<file path="src/rtl/rssi_link_pkg.sv">
// Shared types and constants for the RSSI UART framer.
// Packet length follows RSSI_FRAMER_CSUM_EN (5 bytes with checksum, 4 without).
`default_nettype none

package rssi_link_pkg;

  typedef enum logic [2:0] {
    IDLE = 3'd0,
    SYNC = 3'd1,
    SEQ  = 3'd2,
    HI   = 3'd3,
    LO   = 3'd4,
    CSUM = 3'd5
  } framer_state_t;

`ifdef RSSI_FRAMER_CSUM_EN
  localparam int PKT_LEN = 5;
`else
  localparam int PKT_LEN = 4;
`endif

  localparam logic [7:0] SYNC_BYTE_DEFAULT = 8'hA5;

endpackage

`default_nettype wire

</file>
<file path="src/rtl/rssi_uart_framer_if.sv">
// Framer bus: dB result input, UartTx FIFO write port and status outputs.
// master = result source / FIFO side, slave = framer.
`default_nettype none

interface rssi_uart_framer_if #(
  parameter int DW = 16
);
  logic [DW-1:0] db_i;
  logic          valid_i;
  logic          fifo_full_i;
  logic [7:0]    data_o;
  logic          wr_en_o;
  logic          busy_o;
  logic [15:0]   drop_cnt_o;
  logic [7:0]    seq_o;

  modport master (
    output db_i, valid_i, fifo_full_i,
    input  data_o, wr_en_o, busy_o, drop_cnt_o, seq_o
  );

  modport slave (
    input  db_i, valid_i, fifo_full_i,
    output data_o, wr_en_o, busy_o, drop_cnt_o, seq_o
  );
endinterface

`default_nettype wire

</file>
<file path="src/rtl/rssi_uart_framer.sv">
// rssi_uart_framer: frames dB results as [SYNC, SEQ, DB_HI, DB_LO(, CSUM)] onto the UartTx FIFO.
// Macro RSSI_FRAMER_CSUM_EN adds the CSUM byte (SEQ ^ DB_HI ^ DB_LO).
`default_nettype none

module rssi_uart_framer
  import rssi_link_pkg::*;
#(
  parameter logic [7:0] SYNC_BYTE = SYNC_BYTE_DEFAULT,
  parameter int         DW        = 16,
  parameter int         DECIMATE  = 1
) (
  input  wire logic          clk,
  input  wire logic          rst,
  rssi_uart_framer_if.slave  bus
);

  localparam int             DEC_W   = (DECIMATE > 1) ? $clog2(DECIMATE) : 1;
  localparam logic [DEC_W-1:0] DEC_MAX = DEC_W'(DECIMATE - 1);

`ifdef RSSI_FRAMER_CSUM_EN
  localparam framer_state_t LAST_ST = CSUM;
`else
  localparam framer_state_t LAST_ST = LO;
`endif

  framer_state_t    state_q, state_d;
  logic [15:0]      word_q, word_d;
  logic             pend_valid_q, pend_valid_d;
  logic [15:0]      pend_word_q, pend_word_d;
  logic [DEC_W-1:0] dec_cnt_q, dec_cnt_d;
  logic [15:0]      drop_q, drop_d;
  logic [7:0]       seq_q, seq_d;
  logic [7:0]       data_q, data_d;
  logic             wr_en_q, wr_en_d;
  logic             busy_q, busy_d;

  logic [DW-1:0]    db_w;
  logic [15:0]      db_lo_w;
  logic             offered_w;
  logic             advance_w;

  assign db_w      = bus.db_i;
  assign db_lo_w   = db_w[15:0];
  assign offered_w = bus.valid_i && (dec_cnt_q == '0);
  assign advance_w = (state_q != IDLE) && !bus.fifo_full_i;

  always_ff @(posedge clk) begin
    if (rst) begin
      state_q      <= IDLE;
      word_q       <= '0;
      pend_valid_q <= 1'b0;
      pend_word_q  <= '0;
      dec_cnt_q    <= '0;
      drop_q       <= '0;
      seq_q        <= '0;
      data_q       <= '0;
      wr_en_q      <= 1'b0;
      busy_q       <= 1'b0;
    end else begin
      state_q      <= state_d;
      word_q       <= word_d;
      pend_valid_q <= pend_valid_d;
      pend_word_q  <= pend_word_d;
      dec_cnt_q    <= dec_cnt_d;
      drop_q       <= drop_d;
      seq_q        <= seq_d;
      data_q       <= data_d;
      wr_en_q      <= wr_en_d;
      busy_q       <= busy_d;
    end
  end

  always_comb begin
    logic pend_taken;
    logic idle_take;
    state_d      = state_q;
    word_d       = word_q;
    pend_word_d  = pend_word_q;
    dec_cnt_d    = dec_cnt_q;
    drop_d       = drop_q;
    seq_d        = seq_q;
    pend_taken   = 1'b0;
    idle_take    = 1'b0;

    if (bus.valid_i) begin
      dec_cnt_d = (dec_cnt_q == DEC_MAX) ? '0 : dec_cnt_q + 1'b1;
    end

    case (state_q)
      IDLE: begin
        if (pend_valid_q) begin
          word_d     = pend_word_q;
          pend_taken = 1'b1;
          state_d    = SYNC;
        end else if (offered_w) begin
          word_d    = db_lo_w;
          idle_take = 1'b1;
          state_d   = SYNC;
        end
      end
      SYNC: if (advance_w) state_d = SEQ;
      SEQ:  if (advance_w) state_d = HI;
      HI:   if (advance_w) state_d = LO;
`ifdef RSSI_FRAMER_CSUM_EN
      LO:   if (advance_w) state_d = CSUM;
`endif
      default: ;
    endcase

    // Leaving the final byte: chain straight into the buffered result if there is one.
    if (advance_w && state_q == LAST_ST) begin
      seq_d = seq_q + 8'd1;
      if (pend_valid_q) begin
        word_d     = pend_word_q;
        pend_taken = 1'b1;
        state_d    = SYNC;
      end else begin
        state_d = IDLE;
      end
    end

    pend_valid_d = pend_valid_q && !pend_taken;
    if (offered_w && !idle_take) begin
      if (!pend_valid_q || pend_taken) begin
        pend_valid_d = 1'b1;
        pend_word_d  = db_lo_w;
      end else if (drop_q != 16'hFFFF) begin
        drop_d = drop_q + 16'd1;
      end
    end

    busy_d = (state_d != IDLE) || pend_valid_d;
  end

  always_comb begin
    wr_en_d = 1'b0;
    data_d  = data_q;
    if (advance_w) begin
      wr_en_d = 1'b1;
      case (state_q)
        SYNC:    data_d = SYNC_BYTE;
        SEQ:     data_d = seq_q;
        HI:      data_d = word_q[15:8];
        LO:      data_d = word_q[7:0];
`ifdef RSSI_FRAMER_CSUM_EN
        CSUM:    data_d = seq_q ^ word_q[15:8] ^ word_q[7:0];
`endif
        default: data_d = data_q;
      endcase
    end
  end

  assign bus.data_o     = data_q;
  assign bus.wr_en_o    = wr_en_q;
  assign bus.busy_o     = busy_q;
  assign bus.drop_cnt_o = drop_q;
  assign bus.seq_o      = seq_q;

endmodule

`default_nettype wire

</file>
<file path="src/flat_wrapper.sv">
// flat-port wrapper written by rule: the top's interface ports become plain ports
module rssi_uart_framer_flat import rssi_link_pkg::*;
#(
  parameter logic [7:0] SYNC_BYTE = SYNC_BYTE_DEFAULT,
  parameter int         DW        = 16,
  parameter int         DECIMATE  = 1
)
  (clk, rst, bus_db_i, bus_valid_i, bus_fifo_full_i, bus_data_o, bus_wr_en_o, bus_busy_o, bus_drop_cnt_o, bus_seq_o);
  rssi_uart_framer_if #(.DW(DW)) bus_i ();
  input  wire logic clk;
  input  wire logic rst;
  input wire logic [$bits(bus_i.db_i)-1:0] bus_db_i;
  input wire logic [$bits(bus_i.valid_i)-1:0] bus_valid_i;
  input wire logic [$bits(bus_i.fifo_full_i)-1:0] bus_fifo_full_i;
  output wire logic [$bits(bus_i.data_o)-1:0] bus_data_o;
  output wire logic [$bits(bus_i.wr_en_o)-1:0] bus_wr_en_o;
  output wire logic [$bits(bus_i.busy_o)-1:0] bus_busy_o;
  output wire logic [$bits(bus_i.drop_cnt_o)-1:0] bus_drop_cnt_o;
  output wire logic [$bits(bus_i.seq_o)-1:0] bus_seq_o;
  assign bus_i.db_i = bus_db_i;
  assign bus_i.valid_i = bus_valid_i;
  assign bus_i.fifo_full_i = bus_fifo_full_i;
  assign bus_data_o = bus_i.data_o;
  assign bus_wr_en_o = bus_i.wr_en_o;
  assign bus_busy_o = bus_i.busy_o;
  assign bus_drop_cnt_o = bus_i.drop_cnt_o;
  assign bus_seq_o = bus_i.seq_o;
  rssi_uart_framer #(.SYNC_BYTE(SYNC_BYTE), .DW(DW), .DECIMATE(DECIMATE)) u_core (.clk(clk), .rst(rst), .bus(bus_i));
endmodule
</file>
<file path="config.mk">
export PLATFORM = sky130hd
export DESIGN_NAME = rssi_uart_framer_flat
export DESIGN_NICKNAME = d
export VERILOG_FILES = /design/src/rtl/rssi_link_pkg.sv /design/src/rtl/rssi_uart_framer_if.sv /design/src/rtl/rssi_uart_framer.sv /design/src/flat_wrapper.sv
export SDC_FILE = /design/constraint.sdc
export NUM_CORES = 1
export LEC_CHECK = 0
export CORE_UTILIZATION = 53
export CTS_BUF_LIST = sky130_fd_sc_hd__clkbuf_8 sky130_fd_sc_hd__clkbuf_16
export CTS_CLUSTER_DIAMETER = 120
export DETAILED_ROUTE_END_ITERATION = 10
export GPL_TIMING_DRIVEN = 0
export HOLD_SLACK_MARGIN = 0.02
export PLACE_DENSITY_LB_ADDON = 0.05
export RECOVER_POWER = 100
export SKIP_LAST_GASP = 1
export SYNTH_ARGS = -nofsm -noshare
export SYNTH_HDL_FRONTEND = slang
export SYNTH_SLANG_ARGS = --single-unit
</file>
<file path="constraint.sdc">
create_clock -name clk -period 1.8 [get_ports clk]
set_input_delay 0.27 -clock clk [delete_from_list [all_inputs] [get_ports clk]]
set_output_delay 0.27 -clock clk [all_outputs]
set_load 0.02 [all_outputs]
</file>
* Yosys cells after proc, flatten, opt, wreduce, memory -nomap -nowiden
Cells that the tools add are included.
Storage, ports and cells: bits in registers 71, logic and storage cells 63
Operators by class: $add $sub $neg 3, equal/unequal tests 5, muxes and demuxes 25, bitwise gates (word level) 2, reduce and logical (&&, ||, !) cells 18
Operator list (number):
- $mux W16 | 5
- $pmux W8 S4 | 1
- $mux W3 | 6
- $add A16 B1 Y16 const B | 1
- $ne A16 B16 Y1 const B | 1
- $mux W1 | 12
- $pmux W3 S4 | 1
- $add A8 B1 Y8 const B | 1
- $eq A3 B2 Y1 const B | 2
- $reduce_bool A3 Y1 | 2
- $logic_and A1 B1 Y1 | 5
- $logic_not A1 Y1 | 4
- $reduce_and A2 Y1 | 2
- $reduce_bool A4 Y1 | 1
- $eq A3 B1 Y1 const B | 1
- $eq A3 B3 Y1 const B | 1
- $logic_not A3 Y1 | 1
- $reduce_and A3 Y1 | 1
- $logic_or A1 B1 Y1 | 2
- $not A1 Y1 | 2
- $add A1 B1 Y1 const B | 1

* Logic depth before layout (Yosys ltp)
depth after elaboration 9, gate-level depth with buffers 7, depth with buffers taken out 5

* Least setup slack after synthesis
Ideal clock, no wire load.
path kind register to register, start point reg u_core.drop_q[0], in the netlist u_core.bus.drop_cnt_o[0], end point reg u_core.drop_q[5], in the netlist u_core.bus.drop_cnt_o[5], library setup time 0.123 ns, data arrival time 1.678 ns, data required time 1.677 ns, path slack -0.002 ns, stages on the path, launching flop included 7, clock period less this slack 1.802 ns, cells stage by stage dfxtp_1 > ha_1 > nand3_1 > nor4_4 > buf_6 > a21oi_1 > mux2_1
On the way: longest elaborated chain between the ends 2, elaborated cells between the ends (all ways) 3
RTL lines:
- from (decl) | line rssi_uart_framer.sv:31 | logic [15:0] drop_q, drop_d;
- from (signal assigned) | line rssi_uart_framer.sv:65 | drop_q <= drop_d;
- branches (longest 2 deep; another with $add A16 B1 Y16)
Parallel ways; which one is timed is not known. A chain may end at the register's enable or synchronous reset.

* Worst setup path after layout
start point reg u_core.drop_q[0], in the netlist u_core.bus.drop_cnt_o[0], end point reg u_core.drop_q[15], in the netlist u_core.bus.drop_cnt_o[15]
The elaborated chain is that of the path after synthesis.

==> results by group <==
STA
  • TNS Setup: 0 ns
  • Fmax: 0.566 GHz
  • Final WS setup: 0.0347 ns
  • Final hold vios: 0
  • Slew @ Worst Pin: 0.740 ns
  • Endpoints failing setup: 0
  • Max-slew headroom: 50.6%
  • Max-slew violations: 0
  • Worst-case clock skew: ~0.01 ns
  • Min cycle time layout: 1.77 ns
  • RSZ-0062 raised after global routing: true
  • Fin crit share: 98.1%
  • Hold slack: 0.410 ns

Global routing
  • First-pass GRT wire length: 13500 µm
  • Largest net degree at the start of global routing: 17
  • Vias in the first global route: 2652
  • Antenna violations before repair: 0
  • GRT overflow: 0
  • Overall Global Routing Usage: a little over a quarter

Logic synthesis
  • Average size of a mapped cell: roughly 9.3 µm²
  • Post-synthesis net count: 381
  • Post-synth EDFFs: 0
  • Post-synthesis sequential area ratio: 41.9%
  • FFs w/ async S/R, synth: 0%
  • Ys Warns: 0
  • Syn Inst Count: 359
  • Yosys reg bits: 70
  • Dominant synthesized flop cell: dfxtp_1
  • Yosys cell types: between 50 and 60
  • Mapped Area: 3350 µm²

Worst setup path
  • Crit path to: u_core.bus.drop_cnt_o[15]
  • Crit path from: u_core.bus.drop_cnt_o[0]
  • Required @ worst endpoint: 2.04 ns
  • CP startpoint kind: flop
  • Worst path arrival time: 2.00 ns
  • Reg2Reg Depth: 6
  • Critical path class: flop to flop
  • R2R Path Start: u_core.bus.drop_cnt_o[0]
  • CP max FO: 7
  • Reg2reg end: u_core.bus.drop_cnt_o[15]
  • Reg2reg setup slack: 0.03 ns
  • CP endpoint kind: flop

Cells and area
  • Non-Filler Instances: 509
  • Fraction of layout cells with a size suffix above 1: 19.1%
  • Layout area overhead: 29.0%
  • Fin area: 4320 µm²
  • Final net count: 451
  • Antenna cell count: 0

Detailed routing
  • Via density per instance: 5.76
  • DR vias: 2934
  • Avg WL per Cell: ~16 µm
  • Final WL: 8390 µm
  • Initial DRC count: between 200 and 250
  • DRC viols: 0
  • Remaining antenna violation count: 0
  • Drt first pass iters: 4

Clocking
  • Clk sinks: 70
  • Clk_lat worst skew: 0.35 ns
  • Clock Root Buffer: clkbuf_8
  • Clock transition at the registers of the reported paths: 0.08 ns
  • CTS Buffer Depth: 2
  • H-tree levels: 3
  • CTS Buf Count: 9
  • CTS Hold Bufs: 0
  • CTS tree: built

Floorplan
  • Die Wd: ~81 µm
  • IO Count: 54
  • Die Span Y: about 81 µm
  • Core region area: 5990 µm²
  • Die footprint: 6640 µm²
  • Placement Rows: 28
  • Initial Util: 55.9%

Power and ir drop
  • Cell Pwr Density: just over 900 nW/µm²
  • Pleak: 1.61 nW
  • Max VDD drop: 0.681 mV

Status
  • Outcome: finished clean

Placed design
  • Post-Place Cells: 486
  • Dpl ws: -0.437 ns
  • DPL Wire Length: between 5000 and 6000 µm
  • Cell area after placement: 3960 µm²
  • I/O Buffers: between 50 and 60
  • RePlAce Congestion: 0.838

Job
  • Max Cap Violations: 0

Min path
  • Hold Path Class: input pin to flop
  • Worst hold start: bus_valid_i
  • Depth of the worst hold-timing path: 3
through the flow:
step,utilization (%),total power [mW]
floorplan,-,2.18
global placement,66.1,2.36
detailed placement,66.1,2.37
CTS,71.0,3.93
global route,72.1,4.08
finish,72.1,3.93
state kept, by name, indices dropped and copies added (netlist names):
register / count
u_core.bus.busy_o: 1
u_core.bus.seq_o: 8
u_core.bus.wr_en_o: 1
u_core.pend_valid_q: 1
u_core.bus.data_o: 8
u_core.word_q: 16
u_core.pend_word_q: 16
u_core.bus.drop_cnt_o: 16
u_core.state_q: 3
cell usage after synthesis, types with 5 or more instances:
library cell	instances	share of area [%]
a211oi_1	11	2.5
a211oi_2	10	3.7
a21oi_1	13	1.9
buf_2	8	1.2
clkbuf_1	11	1.2
dfxtp_1	70	42
mux2_2	5	1.7
mux2i_1	19	5.7
nand2_1	16	1.8
nand3_1	10	1.5
nand4_1	6	1.1
nor2_1	53	5.9
nor2b_1	12	2.2
o21ai_0	9	1.3
o22ai_1	17	3.2
or4_1	5	1.1
xor2_1	7	1.8
layer usage:
metal,global-route usage [%],vias to the layer above,wire length [µm]
met5,0,-,0
met2,38.7,71,3740
li1,-,1456,-
met4,7.68,0,38
met3,5.44,5,407
met1,40.8,1402,4210
layout by cell type (no fill, tap or decap), types with 3 or more instances in the layout:
cell type and n:
dfxtp_2 7, clkbuf_1 12, bufinv_16 3, a211oi_1 10, buf_4 10, nand2_1 16
a31oi_1 3, o21ai_1 3, o21ai_0 6, a211oi_2 11, xor2_1 7, a22oi_1 4
and3_1 3, o22ai_1 17, nor2b_1 12, nand3_1 9, nor3_1 4, inv_1 4
o221a_2 4, clkdlybuf4s50_1 45, nand4_4 3, dfxtp_1 63, mux2i_1 19, dlygate4sd3_1 6
nand2b_1 4, or4_1 5, a22o_1 4, nor2_1 53, mux2_2 5, clkinvlp_4 3
buf_6 3, buf_2 6, o41ai_1 3, nand4_1 6, o31ai_1 4, a21oi_1 13
clkbuf_8 9
how the worst min path moves through the flow:
stage                                           to  slack, ns
after floorplan             u_core.pend_word_q[10]       0.42
after global routing           u_core.pend_valid_q       0.43
after CTS                 u_core.bus.drop_cnt_o[5]       0.44
final                          u_core.pend_valid_q       0.41
after detailed placement     u_core.pend_word_q[0]       0.48
after global placement       u_core.pend_word_q[9]       0.47
logic make-up after synthesis:
| kind of cell | count (synthesis) | synth area share (%) |
|---|---|---|
| compound gates | 88 | 20.2 |
| xor+xnor | 8 | 2.09 |
| flops | 70 | 41.9 |
| buf+inv | 32 | 4.93 |
| fa+ha+maj | 2 | 0.748 |
| mux | 27 | 8.49 |
| simple gates | 132 | 21.7 |
power breakdown:
group	leakage [nW]	internal, mW	total (mW)	switching (mW)
Clock	0.112	0.924	1.56	0.634
Sequential	0.574	1.66	1.73	0.0661
Combinational	0.927	0.295	0.645	0.350
worst max-delay path, cell delays in order, from the launching register on:
cell     delay (ns)
dfxtp_2        0.39
ha_2           0.22
nand3_2        0.14
nor4_4         0.32
buf_2          0.26
nor4_2         0.07
mux2_2         0.26
final cells by class:
type	count	area, µm²
clock buffer	9	124
buffer	27	154
tap	75	93.8
multi-input combinational	257	1820
inverter	4	15.0
sequential	70	1410
fill	459	1670
timing repair buffer	60	578
clock inverter	7	121
timing repair:
item | CTS | global route
setup buffers | 5 | 2
gates cloned | 0 | 1
setup endpoints to repair | 27 | 29
pin swaps | 4 | 1
gates resized for setup | 4 | 19
(Power assumes the default switching activity.)
